--- config.mk ---
export PLATFORM = sky130hd
export DESIGN_NAME = odd_even_sort_hs_flat
export DESIGN_NICKNAME = d
export VERILOG_FILES = /design/src/rtl/odd_even_sort_hs_if.sv /design/src/rtl/odd_even_sort_hs.sv /design/src/flat_wrapper.sv
export SDC_FILE = /design/constraint.sdc
export NUM_CORES = 1
export LEC_CHECK = 0
export CORE_ASPECT_RATIO = 0.75
export CORE_UTILIZATION = 27
export DETAILED_ROUTE_END_ITERATION = 10
export GPL_TIMING_DRIVEN = 0
export PLACE_DENSITY = 0.49
export SYNTH_ARGS = -nofsm -noshare
export SYNTH_HDL_FRONTEND = slang
export SYNTH_SLANG_ARGS = --single-unit
--- constraint.sdc ---
create_clock -name clk -period 9.2 [get_ports clk]
set_clock_uncertainty 0.2 [all_clocks]
set_input_delay 0.92 -clock clk [delete_from_list [all_inputs] [get_ports clk]]
set_output_delay 0.92 -clock clk [all_outputs]
set_load 0.02 [all_outputs]
--- src/rtl/odd_even_sort_hs_if.sv ---
// odd_even_sort_hs_if: vector-in / sorted-vector-out handshake bundle for odd_even_sort_hs
interface odd_even_sort_hs_if #(
    parameter int N = 16,
    parameter int W = 8
);
    localparam int PW = $clog2(N + 1);
    logic [W*N-1:0] din;
    logic           descend;
    logic           in_valid;
    logic           in_ready;
    logic [W*N-1:0] dout;
    logic           out_valid;
    logic           out_ready;
    logic [PW-1:0]  phases;
    modport master (output din, descend, in_valid, out_ready, input in_ready, dout, out_valid, phases);
    modport slave  (input din, descend, in_valid, out_ready, output in_ready, dout, out_valid, phases);
endinterface

--- src/rtl/odd_even_sort_hs.sv ---
// odd_even_sort_hs: iterative odd-even transposition sorter, one compare-exchange phase per clock,
// with run-time direction, optional signed compare, early exit and a phase-count report
module odd_even_sort_hs #(
    parameter int N          = 16,
    parameter int W          = 8,
    parameter int SIGNED     = 0,
    parameter int EARLY_EXIT = 1
) (
    input logic               clk,
    input logic               rst,
    odd_even_sort_hs_if.slave s
);
    localparam int PW = $clog2(N + 1);
    typedef enum logic [1:0] {IDLE, SORT, DONE} state_t;
    state_t               state, state_nxt;
    logic [N-1:0][W-1:0]  arr, arr_nxt;
    logic [PW-1:0]        cnt;
    logic                 desc, prev_sw, any_sw, last;

    function automatic logic gt(input logic [W-1:0] a, input logic [W-1:0] b);
        return (SIGNED != 0) ? ($signed(a) > $signed(b)) : (a > b);
    endfunction

    // cnt doubles as the current phase index while sorting, so its LSB picks the pair parity
    always_comb begin
        arr_nxt = arr;
        any_sw  = 1'b0;
        for (int i = 0; i < N - 1; i++) begin
            if ((i % 2) == int'(cnt[0]) && (desc ? gt(arr[i+1], arr[i]) : gt(arr[i], arr[i+1]))) begin
                arr_nxt[i]   = arr[i+1];
                arr_nxt[i+1] = arr[i];
                any_sw       = 1'b1;
            end
        end
    end

    assign last = (cnt == PW'(N - 1)) ||
                  (EARLY_EXIT != 0 && cnt != '0 && !any_sw && !prev_sw);

    always_ff @(posedge clk or negedge rst) begin
        if (!rst) state <= IDLE;
        else      state <= state_nxt;
    end

    always_comb begin
        state_nxt = state;
        case (state)
            IDLE:    state_nxt = s.in_valid ? SORT : IDLE;
            SORT:    state_nxt = last ? DONE : SORT;
            DONE:    state_nxt = s.out_ready ? IDLE : DONE;
            default: state_nxt = IDLE;
        endcase
    end

    always_comb begin
        s.in_ready  = (state == IDLE);
        s.out_valid = (state == DONE);
    end

    always_ff @(posedge clk or negedge rst) begin
        if (!rst) begin
            arr     <= '0;
            cnt     <= '0;
            desc    <= 1'b0;
            prev_sw <= 1'b0;
        end else if (state == IDLE && s.in_valid) begin
            arr     <= s.din;
            cnt     <= '0;
            desc    <= s.descend;
            prev_sw <= 1'b0;
        end else if (state == SORT) begin
            arr     <= arr_nxt;
            cnt     <= cnt + PW'(1);
            prev_sw <= any_sw;
        end
    end

    assign s.dout   = arr;
    assign s.phases = cnt;
endmodule

--- src/flat_wrapper.sv ---
// flat-port wrapper written by rule: the top's interface ports become plain ports
module odd_even_sort_hs_flat 
#(
    parameter int N          = 16,
    parameter int W          = 8,
    parameter int SIGNED     = 0,
    parameter int EARLY_EXIT = 1
)
  (clk, rst, s_din, s_descend, s_in_valid, s_out_ready, s_in_ready, s_dout, s_out_valid, s_phases);
  odd_even_sort_hs_if #(.N(N), .W(W)) s_i ();
  input logic clk;
  input logic rst;
  input wire logic [$bits(s_i.din)-1:0] s_din;
  input wire logic [$bits(s_i.descend)-1:0] s_descend;
  input wire logic [$bits(s_i.in_valid)-1:0] s_in_valid;
  input wire logic [$bits(s_i.out_ready)-1:0] s_out_ready;
  output wire logic [$bits(s_i.in_ready)-1:0] s_in_ready;
  output wire logic [$bits(s_i.dout)-1:0] s_dout;
  output wire logic [$bits(s_i.out_valid)-1:0] s_out_valid;
  output wire logic [$bits(s_i.phases)-1:0] s_phases;
  assign s_i.din = s_din;
  assign s_i.descend = s_descend;
  assign s_i.in_valid = s_in_valid;
  assign s_i.out_ready = s_out_ready;
  assign s_in_ready = s_i.in_ready;
  assign s_dout = s_i.dout;
  assign s_out_valid = s_i.out_valid;
  assign s_phases = s_i.phases;
  odd_even_sort_hs #(.N(N), .W(W), .SIGNED(SIGNED), .EARLY_EXIT(EARLY_EXIT)) u_core (.clk(clk), .rst(rst), .s(s_i));
endmodule
==> results.cfg, run 1 <==
[logic_synthesis]
synth_cell_type_count = 57
synthesis.area_mm2 = 0.0103
synthFlopType = dfrtp_1
synth-warning-count = 0
syn_inst = 1138
seq_area_frac_synth = 0.331
syn_area_per_cell_um2 = 9.09
synthArstFlopShare = 1.00
synth_edf_count = 0
synth_fp_nets = 1394
ys_seq_elements = 137

[die]
rows = 61
die-area_mm2 = 0.0391
ios = 268
core_mm2 = 0.0374
dieWidth_um = 228
start_util = 0.277
die_h_um = 172

[timing]
relSlewSlack = 0.218
finalSetupViolCount = 0
max_slew.worst_pin.slew_ns = 1.16
final-hold-violation-count = 0
finalCritPeriodShare = 0.443
grt_setup_unrepaired = false
tns_ns = 0
slew_viol_final = 0
period_minus_slack_ns = 4.08
fmax_mhz = 245

[layout]
finalNonFillerCells = 1939
regArea_mm2 = 0.00343
diodes = 0
nFillCells = 3788
syn_to_final_growth_pct = 37.4
multiInputGateArea_mm2 = 0.00623
layout-drive-gt1-share = 0.0390
final_common_cell = clkdlybuf4s50_1
layout.nets = 1681
final_cell_mix = clkdlybuf4s50_1, o21ai_0, dfrtp_1, ha_1, inv_1

[setup_path]
slowest_delay_ns = 0.80
path_cells = inv_1 -> ha_1 -> nor2b_1 -> o211ai_1 -> a21oi_1 -> a211oi_1 -> mux2i_1 -> nor2_1 -> o21ai_1 -> clkbuf_1 -> o211ai_1 -> o21ai_0
r2r_slack_ns = 5.12
worstPathBufferInverterCount = 2
cp.arrival_ns = 4.23
start_kind = register
cp-end-kind = register
worstPathMaxFanout = 10
cpMostUsedCell = o211ai_1
crit_family = compound AO/OA/AOI/OAI gates
worstSetupPathType = reg2reg
cp_slowest_cell = mux2i_1
crit_required_ns = 9.35

[cts]
clock_path_buffers = 2
cts_root_buf = clkbuf_16
cts.sinks = 137
clk_pin_slew_ns = 0.06
cts_setup_buffers = 0
cts_resized = 0
holdBufCountCts = 0
cts_tree = built
cts_buffers = 17
htree_levels = 4
clk_latency_ns = 0.44

[placement]
gp_congestion = 0.890
io_buffers = 267
dpl.hpwl_um = 35600
placed_cells = 1910

[drt]
drc_errors = 0
vias = 10600
drt_iter0_markers = 880
firstDrtPassIters = 5
vias_per_cell = 5.47
post_drt_wl_per_cell_um = 23.7
ant_nets = 0
drt_wl_total_um = 46000

[worst_hold_path]
worstHoldPathType = in2async

[run]
maxCapViolCount = 0

[run_status]
status = finished, final reports clean

[global_routing]
grt_usage = 0.231
antenna_found_initial = 1
grt_first_pass_wirelength_um = 67600
grt_start_max_net_pins = 72
grt_pass1_vias = 10400
globalRouteOverflowTotal = 0
[sequential cells by signal, summed over array words and instances, names as in the netlist]
register / cells
u_core.s.phases: 5
u_core.s.dout: 128
u_core.state: 2
u_core.desc: 1
u_core.prev_sw: 1
[kinds of logic (layout without fill, tap and decap cells)]
family | Yosys count | after routing | share of synthesized area
compound gates | 413 | 413 | 0.276
simple gates | 202 | 202 | 0.0971
buf+inv | 182 | 479 | 0.0666
flops | 137 | 137 | 0.331
fa+ha+maj | 123 | 123 | 0.149
mux | 80 | 80 | 0.0790
xor+xnor | 1 | 1 | 0.000847
[worst reg2reg max path, cell delays in order (launching register included)]
cell	delay, ns
dfrtp_1	0.48
inv_1	0.11
ha_1	0.31
nor2b_1	0.13
o211ai_1	0.20
a21oi_1	0.10
a211oi_1	0.27
mux2i_1	0.80
nor2_1	0.13
o21ai_1	0.57
clkbuf_1	0.43
o211ai_1	0.16
o21ai_0	0.10
[cell type report]
cell class | count | area share
clock inverter | 3 | 0.00282
buffer | 61 | 0.0165
inverter | 121 | 0.0319
timing repair buffer | 268 | 0.190
tap | 504 | 0.0444
clock buffer | 26 | 0.0351
sequential | 137 | 0.241
multi-input combinational | 819 | 0.438
[per-stage QoR]
stage	hold slack, ns	area (um2)	setup slack (ns)	utilization
after floorplan	0.277	10300	5.89	-
after global placement	0.303	13700	0.645	0.365
after detailed placement	0.313	13700	5.02	0.366
after CTS	0.326	14200	5.24	0.380
after global routing	0.356	14200	4.91	0.380
final	0.308	14200	5.12	0.380
[Yosys cell counts (all sizes together), types with 2 or more instances]
master	count	area share
a211oi	9	0.0080
a21o	5	0.0036
a21oi	51	0.025
a221o	96	0.093
a221oi	3	0.0025
a22oi	11	0.0080
a41oi	2	0.0017
and2	2	0.0012
and3	6	0.0036
and4	2	0.0017
and4b	2	0.0019
buf	10	0.0042
clkbuf	51	0.019
dfrtp	137	0.33
ha	123	0.15
inv	120	0.044
mux2	13	0.014
mux2i	67	0.065
nand2	79	0.029
nand2b	3	0.0018
nand3	27	0.013
nand4	22	0.013
nor2	28	0.010
nor2b	16	0.010
nor3	4	0.0019
nor4	3	0.0039
o2111ai	3	0.0025
o211ai	56	0.042
o21a	3	0.0022
o21ai	161	0.078
o21bai	2	0.0015
o31ai	2	0.0015
or2	3	0.0018
or3	2	0.0012
[metal layers]
layer / track usage / wire, um / vias to the layer above
met4: 0.0598 / 809 / 2
met2: 0.340 / 19400 / 410
met5: 0 / 9 / -
met3: 0.0522 / 3040 / 50
li1: - / - / 4888
met1: 0.337 / 22700 / 5251
[path summary, 6_finish.rpt]
path | startpoint | end | depth (start not counted)
min in group clk | u_core.prev_sw | u_core.prev_sw | 2
min | rst | u_core.s.dout[10] | 1
min reg2reg | u_core.prev_sw | u_core.prev_sw | 2
max reg2reg | u_core.s.dout[33] | u_core.s.dout[39] | 12
max | u_core.s.dout[33] | u_core.s.dout[39] | 12
max in group asynchronous | rst | u_core.s.dout[124] | 2
Power of run 1 is left out: the tool's default activity adds up to more than one toggle a clock period on the data nets, which glitch-free logic cannot reach.
==> inputs of run 2 (changes only) <==
==> constraint.sdc (replaced) <==
create_clock -name clk -period 4.1 [get_ports clk]
set_clock_uncertainty 0.2 [all_clocks]
set_input_delay 0.41 -clock clk [delete_from_list [all_inputs] [get_ports clk]]
set_output_delay 0.41 -clock clk [all_outputs]
set_load 0.02 [all_outputs]
==> run 2 against run 1 <==
  * Worst setup slack got worse by 5.0 ns
  * Register-to-register slack worse by 5.0 ns
  * Cell count about the same
  * Critical endpoint is now u_core.s.dout[16]
  * Critical path type unchanged
  * Worst hold slack improved by 0.017 ns
  * Sequential share of layout area is 0.059 points lower
  * Utilization grew 0.094 points
==> results.cfg, run 2 (synthesized netlist as in run 1, its figures left out) <==
[global_routing]
grt_usage = 0.232
grt_pass1_vias = 10400
globalRouteOverflowTotal = 0
grt_start_max_net_pins = 72
antenna_found_initial = 1
grt_first_pass_wirelength_um = 67700

[layout]
layout.nets = 1682
final_common_cell = clkdlybuf4s50_1
final_cell_mix = clkdlybuf4s50_1, o21ai_0, dfrtp_1, ha_1, inv_1
syn_to_final_growth_pct = 37.8
largest_register_ffs = 128
layout-drive-gt1-share = 0.0418
fin_area_mm2 = 0.0143
diodes = 0

[setup_path]
slowest_delay_ns = 0.90
r2r-end = u_core.s.dout[16]
r2r-start = u_core.s.dout[17]
cp_slowest_cell = nor3_1
path_cells = inv_1 -> ha_1 -> nor2b_1 -> o21a_1 -> o21a_1 -> o21ai_1 -> o311ai_0 -> nor3_1 -> or2_2 -> a21o_1 -> buf_2 -> mux2_1
worstSetupPathType = reg2reg
r2r_slack_ns = 0.15
cp.arrival_ns = 4.07
cpMostUsedCell = o21a_1
cp-end-kind = register
crit_required_ns = 4.22
rr_worst_depth = 12
worstPathMaxFanout = 9
start_kind = register

[timing]
period_minus_slack_ns = 3.95
finalCritPeriodShare = 0.964
fmax_mhz = 253
final-hold-violation-count = 0
grt_setup_unrepaired = false
max_slew.worst_pin.slew_ns = 1.14
slew_viol_final = 0
finalSetupViolCount = 0
worst_slack_ns = 0.146
relSlewSlack = 0.232

[cts]
cts_root_buf = clkbuf_16
cts_setup_buffers = 0
cts.sinks = 137
htree_levels = 4
clk_latency_ns = 0.44
cts_buffers = 17
cts_tree = built
clk_pin_slew_ns = 0.07
clock_path_buffers = 2

[drt]
vias = 10600
drc_errors = 0
vias_per_cell = 5.46
post_drt_wl_per_cell_um = 23.7
firstDrtPassIters = 5
drt_wl_total_um = 45900
ant_nets = 0
drt_iter0_markers = 962

[worst_hold_path]
worstHoldPathCells = 3
worstHoldPathType = in2reg
min-delay-start = s_din[76]
holdPathEnd = u_core.s.dout[76]

[die]
rows = 61
dieWidth_um = 228
die-area_mm2 = 0.0391
core_mm2 = 0.0374
die_h_um = 172
ios = 268
start_util = 0.277

[run]
maxCapViolCount = 0

[run_status]
status = finished, final reports clean

[placement]
place_area_mm2 = 0.0137
io_buffers = 267
dpl.hpwl_um = 35600
place_ws_ns = 0.148
gp_congestion = 0.890
run 2: cell count changes in the layout (fill, tap and decap cells not counted), sizes merged:
cell and change:
dlygate4sd3 +1
run 2: final cells by class:
cell class | count | area (um2)
flip-flops and latches | 137 | 3430
clock buffers | 26 | 499
plain buffers | 61 | 235
repair buffers | 269 | 2710
inverters | 121 | 454
well taps | 504 | 631
multi-input cells | 819 | 6250
clock inverters | 3 | 40.0
fillers | 3787 | 23100
run 2: repair_timing:
action / CTS / global route
setup endpoints to repair: 0 / 31
endpoints found under the hold margin: 66 / 0
hold buffers: 1 / 0
gates resized for setup: 0 / 5
run 2: per-layer routing:
metal,global-route usage,vias up,wire (um)
li1,-,4894,-
met1,0.337,5222,22500
met2,0.341,437,19300
met3,0.0522,47,3270
met4,0.0598,2,827
met5,0,-,9
run 2: critical path: cells and delay by family (launching register included):
family,cells,cell delay [ns]
simple gates,3,1.34
compound gates,5,0.77
flops,1,0.43
buf+inv,2,0.42
mux,1,0.35
fa+ha+maj,1,0.31
run 2: per-stage QoR:
step | cells | hold WS [ns] | utilization | setup TNS, ns
4_1_cts | 1940 | 0.315 | 0.380 | 0
3_3_place_gp | 1909 | 0.303 | 0.365 | -537.52
3_5_place_dp | 1910 | 0.282 | 0.366 | 0
5_1_grt | 1940 | 0.323 | 0.381 | 0
2_1_floorplan | 1138 | -0.0856 | - | 0
6_report | 1940 | 0.326 | 0.381 | 0
run 2: worst max path at each step:
| stage | startpoint | to | cells past startpoint |
|---|---|---|---|
| after floorplan | u_core.s.dout[17] | u_core.s.dout[16] | 12 |
| after global placement | rst | u_core.s.dout[83] | 1 |
| after detailed placement | u_core.s.dout[17] | u_core.s.dout[11] | 12 |
| after CTS | u_core.s.dout[17] | u_core.s.dout[11] | 12 |
| after global routing | u_core.s.dout[105] | u_core.s.dout[111] | 12 |
| final | u_core.s.dout[17] | u_core.s.dout[16] | 12 |
Power of run 2 is left out for the same reason.
==> inputs of run 3 (changes only) <==
--- a/config.mk
+++ b/config.mk
@@ -6,6 +6,7 @@
 export NUM_CORES = 1
 export LEC_CHECK = 0
 export CORE_ASPECT_RATIO = 0.75
+export CORE_MARGIN = 5
 export CORE_UTILIZATION = 27
 export DETAILED_ROUTE_END_ITERATION = 10
 export GPL_TIMING_DRIVEN = 0
==> constraint.sdc (replaced) <==
create_clock -name clk -period 4.18 [get_ports clk]
set_clock_uncertainty 0.2 [all_clocks]
set_input_delay 0.418 -clock clk [delete_from_list [all_inputs] [get_ports clk]]
set_output_delay 0.418 -clock clk [all_outputs]
set_load 0.02 [all_outputs]
==> run 3 against run 2 <==
  * Critical path depth fell by 3
  * Critical endpoint is now u_core.s.dout[39]
  * Sequential cell count did not move
  * Global-route usage fell by 1.7 points
  * First-iteration DRC count fell by 11%
==> results.cfg, run 3 (synthesized netlist as in run 1, its figures left out) <==
[setup_path]
worstPathMaxFanout = 10
path_cells = buf_2 -> clkinv_1 -> nor2_1 -> mux2_2 -> nor2_1 -> o21ai_1 -> clkbuf_1 -> o211ai_1 -> o21ai_0
worstSetupPathType = reg2reg
start_kind = register
worstPathBufferInverterCount = 3
r2r_slack_ns = 0.22
cp-end-kind = register
cpMostUsedCell = nor2_1
crit_family = buffers and inverters
cp.arrival_ns = 4.11
cp_slowest_cell = nor2_1
crit_required_ns = 4.34
slowest_delay_ns = 0.68

[die]
ios = 268
start_util = 0.272
rows = 62
die-area_mm2 = 0.0424
die_h_um = 180
dieWidth_um = 236
core_mm2 = 0.0381

[cts]
clk_latency_ns = 0.45
cts_buffers = 17
cts.sinks = 137
cts_root_buf = clkbuf_16
clock_path_buffers = 2
htree_levels = 4
cts_tree = built
clk_pin_slew_ns = 0.06
cts_setup_buffers = 0

[layout]
layout-drive-gt1-share = 0.0431
final_common_cell = clkdlybuf4s50_1
diodes = 0
final_cell_mix = clkdlybuf4s50_1, o21ai_0, dfrtp_1, ha_1, inv_1
nFillCells = 3841
largest_register_ffs = 128
fin_util = 0.374
syn_to_final_growth_pct = 37.8
layout.nets = 1682

[global_routing]
grt_pass1_vias = 10800
grt_use_met1 = 0.316
gr-usage-met2 = 0.326
busiest_layer = met2
grt_first_pass_wirelength_um = 70300
globalRouteOverflowTotal = 0
antenna_found_initial = 1
met3_usage = 0.0476
grt_usage = 0.215
grt_start_max_net_pins = 79

[worst_hold_path]
worstHoldPathType = in2reg

[drt]
drc_errors = 0
drt_wl_total_um = 46900
vias = 10500
vias_per_cell = 5.40
ant_nets = 0
drt_iter0_markers = 859
post_drt_wl_per_cell_um = 24.0
firstDrtPassIters = 5

[timing]
grt_setup_unrepaired = false
finalCritPeriodShare = 0.947
fmax_mhz = 253
worst_slack_ns = 0.223
slew_viol_final = 0
final-hold-violation-count = 0
finalSetupViolCount = 0
max_slew.worst_pin.slew_ns = 1.09
tns_ns = 0
period_minus_slack_ns = 3.96
relSlewSlack = 0.265

[placement]
gp_congestion = 0.857
place_ws_ns = 0.225
dpl.hpwl_um = 36700
io_buffers = 267

[run]
maxCapViolCount = 0

[run_status]
status = finished, final reports clean
-- run 3: cell types whose count changed in the layout (fill, tap and decap cells not counted) --
cell and change:
clkinv_2 +4, clkbuf_1 -2, clkbuf_8 -2, clkinvlp_4 +2, mux2i_1 +1, mux2i_2 -1, o21ai_1 +1, o21ai_2 -1
-- run 3: layout make-up --
| type | instances | area, um2 | area share |
|---|---|---|---|
| Buffer | 61 | 235 | 0.0165 |
| Multi-Input combinational cell | 819 | 6250 | 0.438 |
| Inverter | 121 | 454 | 0.0319 |
| Timing Repair Buffer | 269 | 2710 | 0.190 |
| Sequential cell | 137 | 3430 | 0.240 |
| Tap cell | 512 | 641 | 0.0449 |
| Clock inverter | 9 | 75.1 | 0.00527 |
| Clock buffer | 22 | 464 | 0.0326 |
-- run 3: worst paths after layout --
check                                   start                 end  cells past startpoint
hold / removal                       s_din[4]    u_core.s.dout[4]                      3
setup / recovery           u_core.s.phases[0]   u_core.s.dout[39]                      9
hold reg to reg                u_core.prev_sw      u_core.prev_sw                      2
max in group asynchronous                 rst  u_core.s.dout[105]                      3
min in group asynchronous                 rst   u_core.s.dout[27]                      2
setup reg to reg           u_core.s.phases[0]   u_core.s.dout[39]                      9
-- run 3: metrics by stage --
| step | cells | hold WS [ns] | area (um2) |
|---|---|---|---|
| after floorplan | 1138 | -0.0776 | 10300 |
| after global placement | 1917 | 0.303 | 13700 |
| after detailed placement | 1918 | 0.256 | 13700 |
| after CTS | 1950 | 0.313 | 14200 |
| after global routing | 1950 | 0.336 | 14300 |
| final | 1950 | 0.323 | 14300 |
-- run 3: worst reg2reg max path, cell delays in order (launching register included) --
cell	delay, ns
dfrtp_1	0.45
buf_2	0.34
clkinv_1	0.50
nor2_1	0.68
mux2_2	0.43
nor2_1	0.10
o21ai_1	0.51
clkbuf_1	0.42
o211ai_1	0.15
o21ai_0	0.10
-- run 3: timing repair --
| action | in CTS | in global routing |
|---|---|---|
| hold endpoints to repair | 59 | 0 |
| resized for setup | 0 | 3 |
| endpoints found under the setup margin | 0 | 19 |
| hold buffers | 1 | 0 |
-- run 3: metal layers --
| metal | routed length, um | share of wire |
|---|---|---|
| met4 | 532 | 0.011 |
| met3 | 3250 | 0.069 |
| met5 | 13 | 0.00028 |
| met1 | 22800 | 0.49 |
| met2 | 20300 | 0.43 |
Power of run 3 is left out for the same reason.
